File: config.mk
export PLATFORM = sky130hd
export DESIGN_NAME = fp_add_arbiter_flat
export DESIGN_NICKNAME = d
export VERILOG_FILES = /design/src/rtl/fp_add_arbiter_if.sv /design/src/rtl/fp_add_arbiter.sv /design/src/flat_wrapper.sv
export SDC_FILE = /design/constraint.sdc
export NUM_CORES = 1
export LEC_CHECK = 0
export ABC_AREA = 1
export BUFFER_PORTS_ARGS = -buffer_cell sky130_fd_sc_hd__buf_2
export CAP_MARGIN = 20
export CELL_PAD_IN_SITES_DETAIL_PLACEMENT = 1
export CELL_PAD_IN_SITES_GLOBAL_PLACEMENT = 2
export CORE_UTILIZATION = 22
export CTS_BUF_LIST = sky130_fd_sc_hd__clkbuf_2 sky130_fd_sc_hd__clkbuf_4 sky130_fd_sc_hd__clkbuf_8
export CTS_CLUSTER_DIAMETER = 120
export CTS_CLUSTER_SIZE = 10
export DETAILED_ROUTE_END_ITERATION = 10
export GPL_TIMING_DRIVEN = 0
export PLACE_DENSITY_LB_ADDON = 0.3
export SKIP_LAST_GASP = 1
export SYNTH_ARGS = -nofsm -noshare
export SYNTH_HDL_FRONTEND = slang
export SYNTH_SLANG_ARGS = --single-unit
File: constraint.sdc
create_clock -name clk -period 2.25 [get_ports clk]
set_input_delay 0.1125 -clock clk [delete_from_list [all_inputs] [get_ports clk]]
set_output_delay 0.1125 -clock clk [all_outputs]
set_load 0.02 [all_outputs]
File: src/rtl/fp_add_arbiter_if.sv
// rtl/fp_add_arbiter_if.sv - requester and result handshake bundle for the shared fp adder
interface fp_add_arbiter_if #(
  parameter int N_REQ = 4,
  parameter int ID_W  = 2
);
  logic [N_REQ-1:0]    req_valid;
  logic [N_REQ-1:0]    req_ready;
  logic [32*N_REQ-1:0] req_a;
  logic [32*N_REQ-1:0] req_b;
  logic                res_valid;
  logic                res_ready;
  logic [31:0]         res_data;
  logic [ID_W-1:0]     res_id;

  modport master (
    output req_valid, req_a, req_b, res_ready,
    input  req_ready, res_valid, res_data, res_id
  );

  modport slave (
    input  req_valid, req_a, req_b, res_ready,
    output req_ready, res_valid, res_data, res_id
  );
endinterface

File: src/rtl/fp_add_arbiter.sv
// rtl/fp_add_arbiter.sv - round-robin sharing of one fp adder with a two-stage backpressured pipe
module fp_add_arbiter #(
  parameter int N_REQ = 4,
  parameter int ID_W  = 2,
  parameter int CNT_W = 16
) (
  input  logic             clk,
  input  logic             rst_n,
  fp_add_arbiter_if.slave  bus,
  output logic [31:0]      add_a,
  output logic [31:0]      add_b,
  input  logic [31:0]      add_result,
  output logic             busy,
  output logic [CNT_W-1:0] op_count
);
  localparam logic [ID_W:0]   N_EXT   = (ID_W+1)'(N_REQ);
  localparam logic [ID_W-1:0] LAST_ID = ID_W'(N_REQ-1);

  logic            s1_valid;
  logic [ID_W-1:0] s1_id;
  logic [ID_W-1:0] rr_ptr;
  logic            s2_load;
  logic            s1_free;
  logic            grant_found;
  logic [ID_W-1:0] grant_id;
  logic            transfer;
  logic [31:0]     lane_a [N_REQ];
  logic [31:0]     lane_b [N_REQ];

  for (genvar i = 0; i < N_REQ; i++) begin : g_lane
    assign lane_a[i] = bus.req_a[32*i +: 32];
    assign lane_b[i] = bus.req_b[32*i +: 32];
  end

  assign s2_load  = s1_valid & (~bus.res_valid | bus.res_ready);
  assign s1_free  = ~s1_valid | s2_load;
  assign transfer = s1_free & grant_found;
  assign busy     = s1_valid | bus.res_valid;

  // Round-robin search: first pending requester at or after rr_ptr, wrapping below N_REQ
  always_comb begin
    logic [ID_W:0] cand;
    grant_found = 1'b0;
    grant_id    = '0;
    cand        = '0;
    for (int k = 0; k < N_REQ; k++) begin
      cand = {1'b0, rr_ptr} + (ID_W+1)'(k);
      if (cand >= N_EXT) cand = cand - N_EXT;
      if (!grant_found && bus.req_valid[cand[ID_W-1:0]]) begin
        grant_found = 1'b1;
        grant_id    = cand[ID_W-1:0];
      end
    end
  end

  // One-hot accept for the granted requester; held low while reset is asserted
  always_comb begin
    bus.req_ready = '0;
    for (int i = 0; i < N_REQ; i++) begin
      bus.req_ready[i] = rst_n & transfer & (grant_id == ID_W'(i));
    end
  end

  // Stage S1: capture granted operands onto the adder inputs and advance the pointer
  always_ff @(posedge clk or negedge rst_n) begin
    if (!rst_n) begin
      s1_valid <= 1'b0;
      s1_id    <= '0;
      add_a    <= '0;
      add_b    <= '0;
      rr_ptr   <= '0;
    end else if (transfer) begin
      s1_valid <= 1'b1;
      s1_id    <= grant_id;
      add_a    <= lane_a[grant_id];
      add_b    <= lane_b[grant_id];
      rr_ptr   <= (grant_id == LAST_ID) ? '0 : grant_id + 1'b1;
    end else if (s2_load) begin
      s1_valid <= 1'b0;
    end
  end

  // Stage S2: capture the adder sum; a simultaneous pop and load keeps the slot full
  always_ff @(posedge clk or negedge rst_n) begin
    if (!rst_n) begin
      bus.res_valid <= 1'b0;
      bus.res_data  <= '0;
      bus.res_id    <= '0;
    end else if (s2_load) begin
      bus.res_valid <= 1'b1;
      bus.res_data  <= add_result;
      bus.res_id    <= s1_id;
    end else if (bus.res_valid && bus.res_ready) begin
      bus.res_valid <= 1'b0;
    end
  end

  // Delivered-result counter, sticks at all-ones
  always_ff @(posedge clk or negedge rst_n) begin
    if (!rst_n) begin
      op_count <= '0;
    end else if (bus.res_valid && bus.res_ready && (op_count != {CNT_W{1'b1}})) begin
      op_count <= op_count + 1'b1;
    end
  end
endmodule

File: src/flat_wrapper.sv
// flat-port wrapper written by rule: the top's interface ports become plain ports
module fp_add_arbiter_flat 
#(
  parameter int N_REQ = 4,
  parameter int ID_W  = 2,
  parameter int CNT_W = 16
)
  (clk, rst_n, add_a, add_b, add_result, busy, op_count, bus_req_valid, bus_req_a, bus_req_b, bus_res_ready, bus_req_ready, bus_res_valid, bus_res_data, bus_res_id);
  fp_add_arbiter_if #(.N_REQ(N_REQ), .ID_W(ID_W)) bus_i ();
  input  logic clk;
  input  logic rst_n;
  output logic [31:0] add_a;
  output logic [31:0] add_b;
  input  logic [31:0] add_result;
  output logic busy;
  output logic [CNT_W-1:0] op_count;
  input wire logic [$bits(bus_i.req_valid)-1:0] bus_req_valid;
  input wire logic [$bits(bus_i.req_a)-1:0] bus_req_a;
  input wire logic [$bits(bus_i.req_b)-1:0] bus_req_b;
  input wire logic [$bits(bus_i.res_ready)-1:0] bus_res_ready;
  output wire logic [$bits(bus_i.req_ready)-1:0] bus_req_ready;
  output wire logic [$bits(bus_i.res_valid)-1:0] bus_res_valid;
  output wire logic [$bits(bus_i.res_data)-1:0] bus_res_data;
  output wire logic [$bits(bus_i.res_id)-1:0] bus_res_id;
  assign bus_i.req_valid = bus_req_valid;
  assign bus_i.req_a = bus_req_a;
  assign bus_i.req_b = bus_req_b;
  assign bus_i.res_ready = bus_res_ready;
  assign bus_req_ready = bus_i.req_ready;
  assign bus_res_valid = bus_i.res_valid;
  assign bus_res_data = bus_i.res_data;
  assign bus_res_id = bus_i.res_id;
  fp_add_arbiter #(.N_REQ(N_REQ), .ID_W(ID_W), .CNT_W(CNT_W)) u_core (.clk(clk), .rst_n(rst_n), .bus(bus_i), .add_a(add_a), .add_b(add_b), .add_result(add_result), .busy(busy), .op_count(op_count));
endmodule
After elaboration in Yosys (flattened, before gate mapping)
Index checks and enable logic that the tools add are counted.
{"block": "word_totals", "ff_bits": 120, "elab_cells": 86, "out_inout_bits": 120}
{"block": "classes", "n_eq_ne": 4, "order_cmp": 9, "mux": 31, "reduce_logical": 11, "addsub": 9, "bitwise": 13}
{"operator": "$bmux 32 s2", "count": 2}
{"operator": "$mux 32", "count": 4}
{"operator": "$mux 2", "count": 9}
{"operator": "$add 16x1->16 const B", "count": 1}
{"operator": "$ne 16x16->1 const B", "count": 1}
{"operator": "$ge 3x3->1 const B", "count": 4}
{"operator": "$lt 2x3->1 const B", "count": 4}
{"operator": "$mux 1", "count": 12}
{"operator": "$bmux 1 s2", "count": 4}
{"operator": "$sub 2x1->2 const B", "count": 4}
{"operator": "$and 1x1->1", "count": 7}
{"operator": "$add 2x2->3 const B", "count": 2}
{"operator": "$logic_and 1x1->1", "count": 5}
{"operator": "$eq 2x2->1 const B", "count": 2}
{"operator": "$reduce_bool 2->1", "count": 2}
{"operator": "$add 2x1->3 const B", "count": 1}
{"operator": "$ge 2x3->1 const B", "count": 1}
{"operator": "$logic_not 1->1", "count": 3}
{"operator": "$not 2->3", "count": 1}
{"operator": "$or 1x1->1", "count": 3}
{"operator": "$add 2x1->2 const B", "count": 1}
{"operator": "$eq 2x1->1 const B", "count": 1}
{"operator": "$logic_not 2->1", "count": 1}
{"operator": "$not 1->1", "count": 2}

Logic depth before layout (Yosys ltp)
{"block": "depth", "depth_word": 18, "depth_mapped": 18}

Worst setup path after synthesis
Ideal clock, no wire load.
{"block": "synth_timing", "path_type": "reg-to-output", "start": "reg u_core.rr_ptr[0]", "end": "out bus_req_ready[1]", "setup_slack_ps": 176, "path_buffers": 3, "t_arrival_ps": 1962, "path_stages_with_launch": 15, "required_time_ps": 2138, "path_cell_list": "dfrtp_1 -> inv_1 -> buf_6 -> nand2_1 -> nand2_1 -> nand2_1 -> nand2_2 -> nor2_4 -> nand3_1 -> nand2_1 -> nor2_2 -> inv_2 -> buf_4 -> buf_2 -> nor3_1"}
{"block": "synth_via", "elab_chain_cells": 17, "elab_cells_between_ends": 41}
{"element": "start: declaration", "line": "fp_add_arbiter.sv:21", "source": "logic [ID_W-1:0] rr_ptr;"}
{"element": "start signal: assignment", "line": "fp_add_arbiter.sv:77", "source": "rr_ptr <= (grant_id == LAST_ID) ? '0 : grant_id + 1'b1;"}
{"element": "branches (longest 16 deep; another with $add 2x1->3)"}
{"element": "$and 1x1->1 (*)", "line": "fp_add_arbiter.sv:60", "source": "bus.req_ready[i] = rst_n & transfer & (grant_id == ID_W'(i));"}
{"element": "end: declaration", "line": "flat_wrapper.sv:21", "source": "output wire logic [$bits(bus_i.req_ready)-1:0] bus_req_ready;"}
Every way passes the cells marked *. The select of a mux whose other input is x is not followed.

Worst setup path in the final report
{"block": "layout_timing", "start": "reg u_core.rr_ptr[0]", "end": "out bus_req_ready[2]"}
The elaborated chain is that of the path after synthesis.

==> summary.txt <==
Failing checks = setup timing
Num ports = 415
Result of the run = finished, violations left
Sw Ratio = 0.549
Post-synth ARST share = 1.00
Clk pwr share = 0.100
CTS Buf Count = 17
Ranking of synthesized cells by area = dfrtp_1 40%, nand2_1 40%, nand3_1 9.4%
Count leader, synth = nand2_1
Buffers on Ports = 414
Filler Cells Inserted = 4418
Vias = 9565
Min-Delay Path Depth = 7
Hold Crit Class = in -> reg
Post-synth top cells = 800 x nand2_1, 143 x nand3_1, 120 x dfrtp_1
Post-Layout Cell Count = 2180
Psw = 12.8 mW
Core ar. = 33800 sq um
Number of synthesized flops with an enable pin = 0
Core Rows = 67
Clock Skew = 0.0142 ns
VDD IR-drop max = 0.731 mV
P_int = 10.5 mW
Total track usage = 0.220
Avg Cell Area, Syn = 6.20 sq um
Min Clock Period, post-route = 2.49 ns
CTS tree = done
First-pass GRT wire length = 59.2 mm
Routed WL = 38.5 mm
Synth warnings = 0
DRT iter0 DRCs = 345
Pwr per Cell Area = 1980 nW/um^2
Part of the power in registers = 0.164
Synth Instances = 1225
Post-Syn Area = 7600 sq um
Clock root buffer = clkbuf_8
R2R setup slack = -0.08 ns
Tcrit/Tclk final = 1.11
HP Start = bus_req_a[66]
DR pass1 iterations = 4
Clock slew seen by the registers of the worst setup and hold paths = 0.09 ns
RSZ-0062 raised after global routing = true
Synth area leader = dfrtp_1
Worst r2r path cells = 17
Leak = 7.01 nW
Sequential-to-total area share from yosys stat = 0.395
Library cells used by synthesis = 28
Vias per cell = 4.39
Initial antenna violation count = 9
Num Clock Sinks = 120
CP arrival = 2.38 ns
Setup ws final = -0.240 ns
Die height = 188 um
Combinational fraction of design power = 0.737
Layout cell share with drive strength beyond 1 = 0.333
DRC Markers = 0
Die X = 188 um
Fin. Hold Viols = 0
Worst Tran Pin Value = 0.558 ns
Grt ovf = 0
Top cell type's share of synthesized area = 0.395
Initial Util = 0.225
CTS H-tree lvls = 4
Worst R2R Start = u_core.rr_ptr[0]
Routability cong. = 0.846
Max_cap viols = 0
CP required = 2.14 ns
Final Max Slew Viols = 0
Setup violations, final = 52
Fmax = 402 MHz
Syn_nets = 1521
Worst-Skew Late Latency = 0.48 ns
Worst Path Max Fanout = 9
Die ar. = 35300 sq um
Synthesis-to-finish area growth = 54.7%
Largest net degree at the start of global routing = 63
Avg WL per Cell = 17.7 um
Routed Antenna Nets = 0
Placed insts = 2088
CP Capture Type = primary output
Max Root-Sink Buffers = 2
Setup_tns = -2.04 ns
Fin util = 0.348
HPWL Detailed = 29.6 mm
Relative slew slack = 0.628
Flops & latches, synth = 120
Worst hold slack = 0.0200 ns
Critical path launch point type = flop
Critical path type = reg -> out
# nets final = 2012
Ys flop type = dfrtp_1
Crit. Startpoint = u_core.rr_ptr[0]
Number of global-route vias before repair = 10200
Placement Setup Slack = -0.489 ns
-- power by group through the flow --
stage               clock network, mW  registers [mW]  logic [mW]
finish                           2.32            3.81        17.1
global route                     2.47            3.93        19.3
CTS                              2.39            3.81        17.1
detailed placement                  0            3.83        15.5
global placement                    0            3.80        15.3
floorplan                           0            4.85        8.89
-- layout by cell type (no fill, tap or decap), types with 2 or more instances in the layout --
| cell type | instances |
|---|---|
| a21oi_1 | 2 |
| buf_4 | 29 |
| nand4_1 | 4 |
| clkinv_4 | 3 |
| clkbuf_4 | 5 |
| dfrtp_1 | 119 |
| nor2_1 | 9 |
| xor2_1 | 10 |
| nand2_1 | 777 |
| diode_2 | 3 |
| buf_8 | 6 |
| inv_6 | 3 |
| nand2_2 | 24 |
| inv_2 | 4 |
| clkinvlp_4 | 2 |
| nand3_2 | 3 |
| nand3_1 | 139 |
| nor3_4 | 2 |
| clkbuf_1 | 13 |
| buf_12 | 8 |
| nor4_1 | 2 |
| clkbuf_8 | 18 |
| o21ai_1 | 3 |
| nor2_4 | 3 |
| bufinv_16 | 4 |
| xnor2_1 | 4 |
| buf_2 | 422 |
| buf_6 | 22 |
| dlygate4sd3_1 | 40 |
| buf_16 | 2 |
| inv_1 | 20 |
| buf_1 | 2 |
| nor3_1 | 6 |
| clkbuf_2 | 3 |
| nand3_4 | 3 |
-- final timing paths --
path	end
min	u_core.add_a[2]
min in group asynchronous	u_core.bus.res_data[24]
max in group asynchronous	u_core.rr_ptr[1]
min reg2reg	u_core.add_b[9]
max	bus_req_ready[2]
max reg2reg	u_core.add_a[24]
-- registers in the layout, indices dropped and copies added, names as in the netlist --
name,flops
u_core.bus.res_id,2
u_core.bus.res_valid,1
u_core.op_count,16
u_core.add_b,32
u_core.s1_id,2
u_core.add_a,32
u_core.rr_ptr,2
u_core.s1_valid,1
u_core.bus.res_data,32
-- worst max-delay path: stages (launching register included) --
cell and delay, ns:
dfrtp_1 0.41, buf_6 0.15, nand2_1 0.08, nand2_2 0.10, nand2_2 0.09, nand2_2 0.06
nor2_4 0.14, nand3_4 0.15, nand3_4 0.14, buf_12 0.12, buf_12 0.10, inv_2 0.05
nor3_4 0.17, buf_6 0.14
-- area by class of cell --
class,instances,area [sq um],area share
antenna,3,7.51,0.000638
clock buffer,19,255,0.0217
buffer,76,686,0.0583
timing repair buffer,475,2700,0.229
multi-input combinational,1000,4250,0.361
sequential,120,3000,0.255
tap,448,561,0.0477
clock inverter,13,193,0.0164
inverter,26,108,0.00915
-- logic make-up after synthesis --
| kind of cell | count (synthesis) | share of synthesized area |
|---|---|---|
| adders and majority gates | 1 | 0.00165 |
| buffers and inverters | 105 | 0.0672 |
| xor gates and xnor gates | 14 | 0.0161 |
| DFF | 120 | 0.395 |
| and+or+nand+nor | 977 | 0.514 |
| AOI/OAI and AO/OA | 8 | 0.00576 |
-- per-stage QoR --
stage                     cell area [sq um]  power (mW)
after floorplan                        7600        13.7
after global placement                10200        19.1
after detailed placement              10300        19.3
after CTS                             11600        23.3
after global routing                  11800        25.7
final                                 11800        23.3
-- per-layer routing --
metal,vias up,global-route usage,wire length [um]
met2,311,0.393,19100
met5,-,0,58
met1,4422,0.257,16200
met3,48,0.0597,2440
met4,12,0.0575,733
li1,4772,-,-
-- what timing repair did --
action                                 CTS  global route
cloned                                   1             0
pin swaps                               11             8
setup endpoints to repair               73            70
endpoints found under the hold margin  100             0
setup buffers                           16             2
hold buffers                            41             0
resized for setup                       89            65
(Power assumes the default switching activity.)
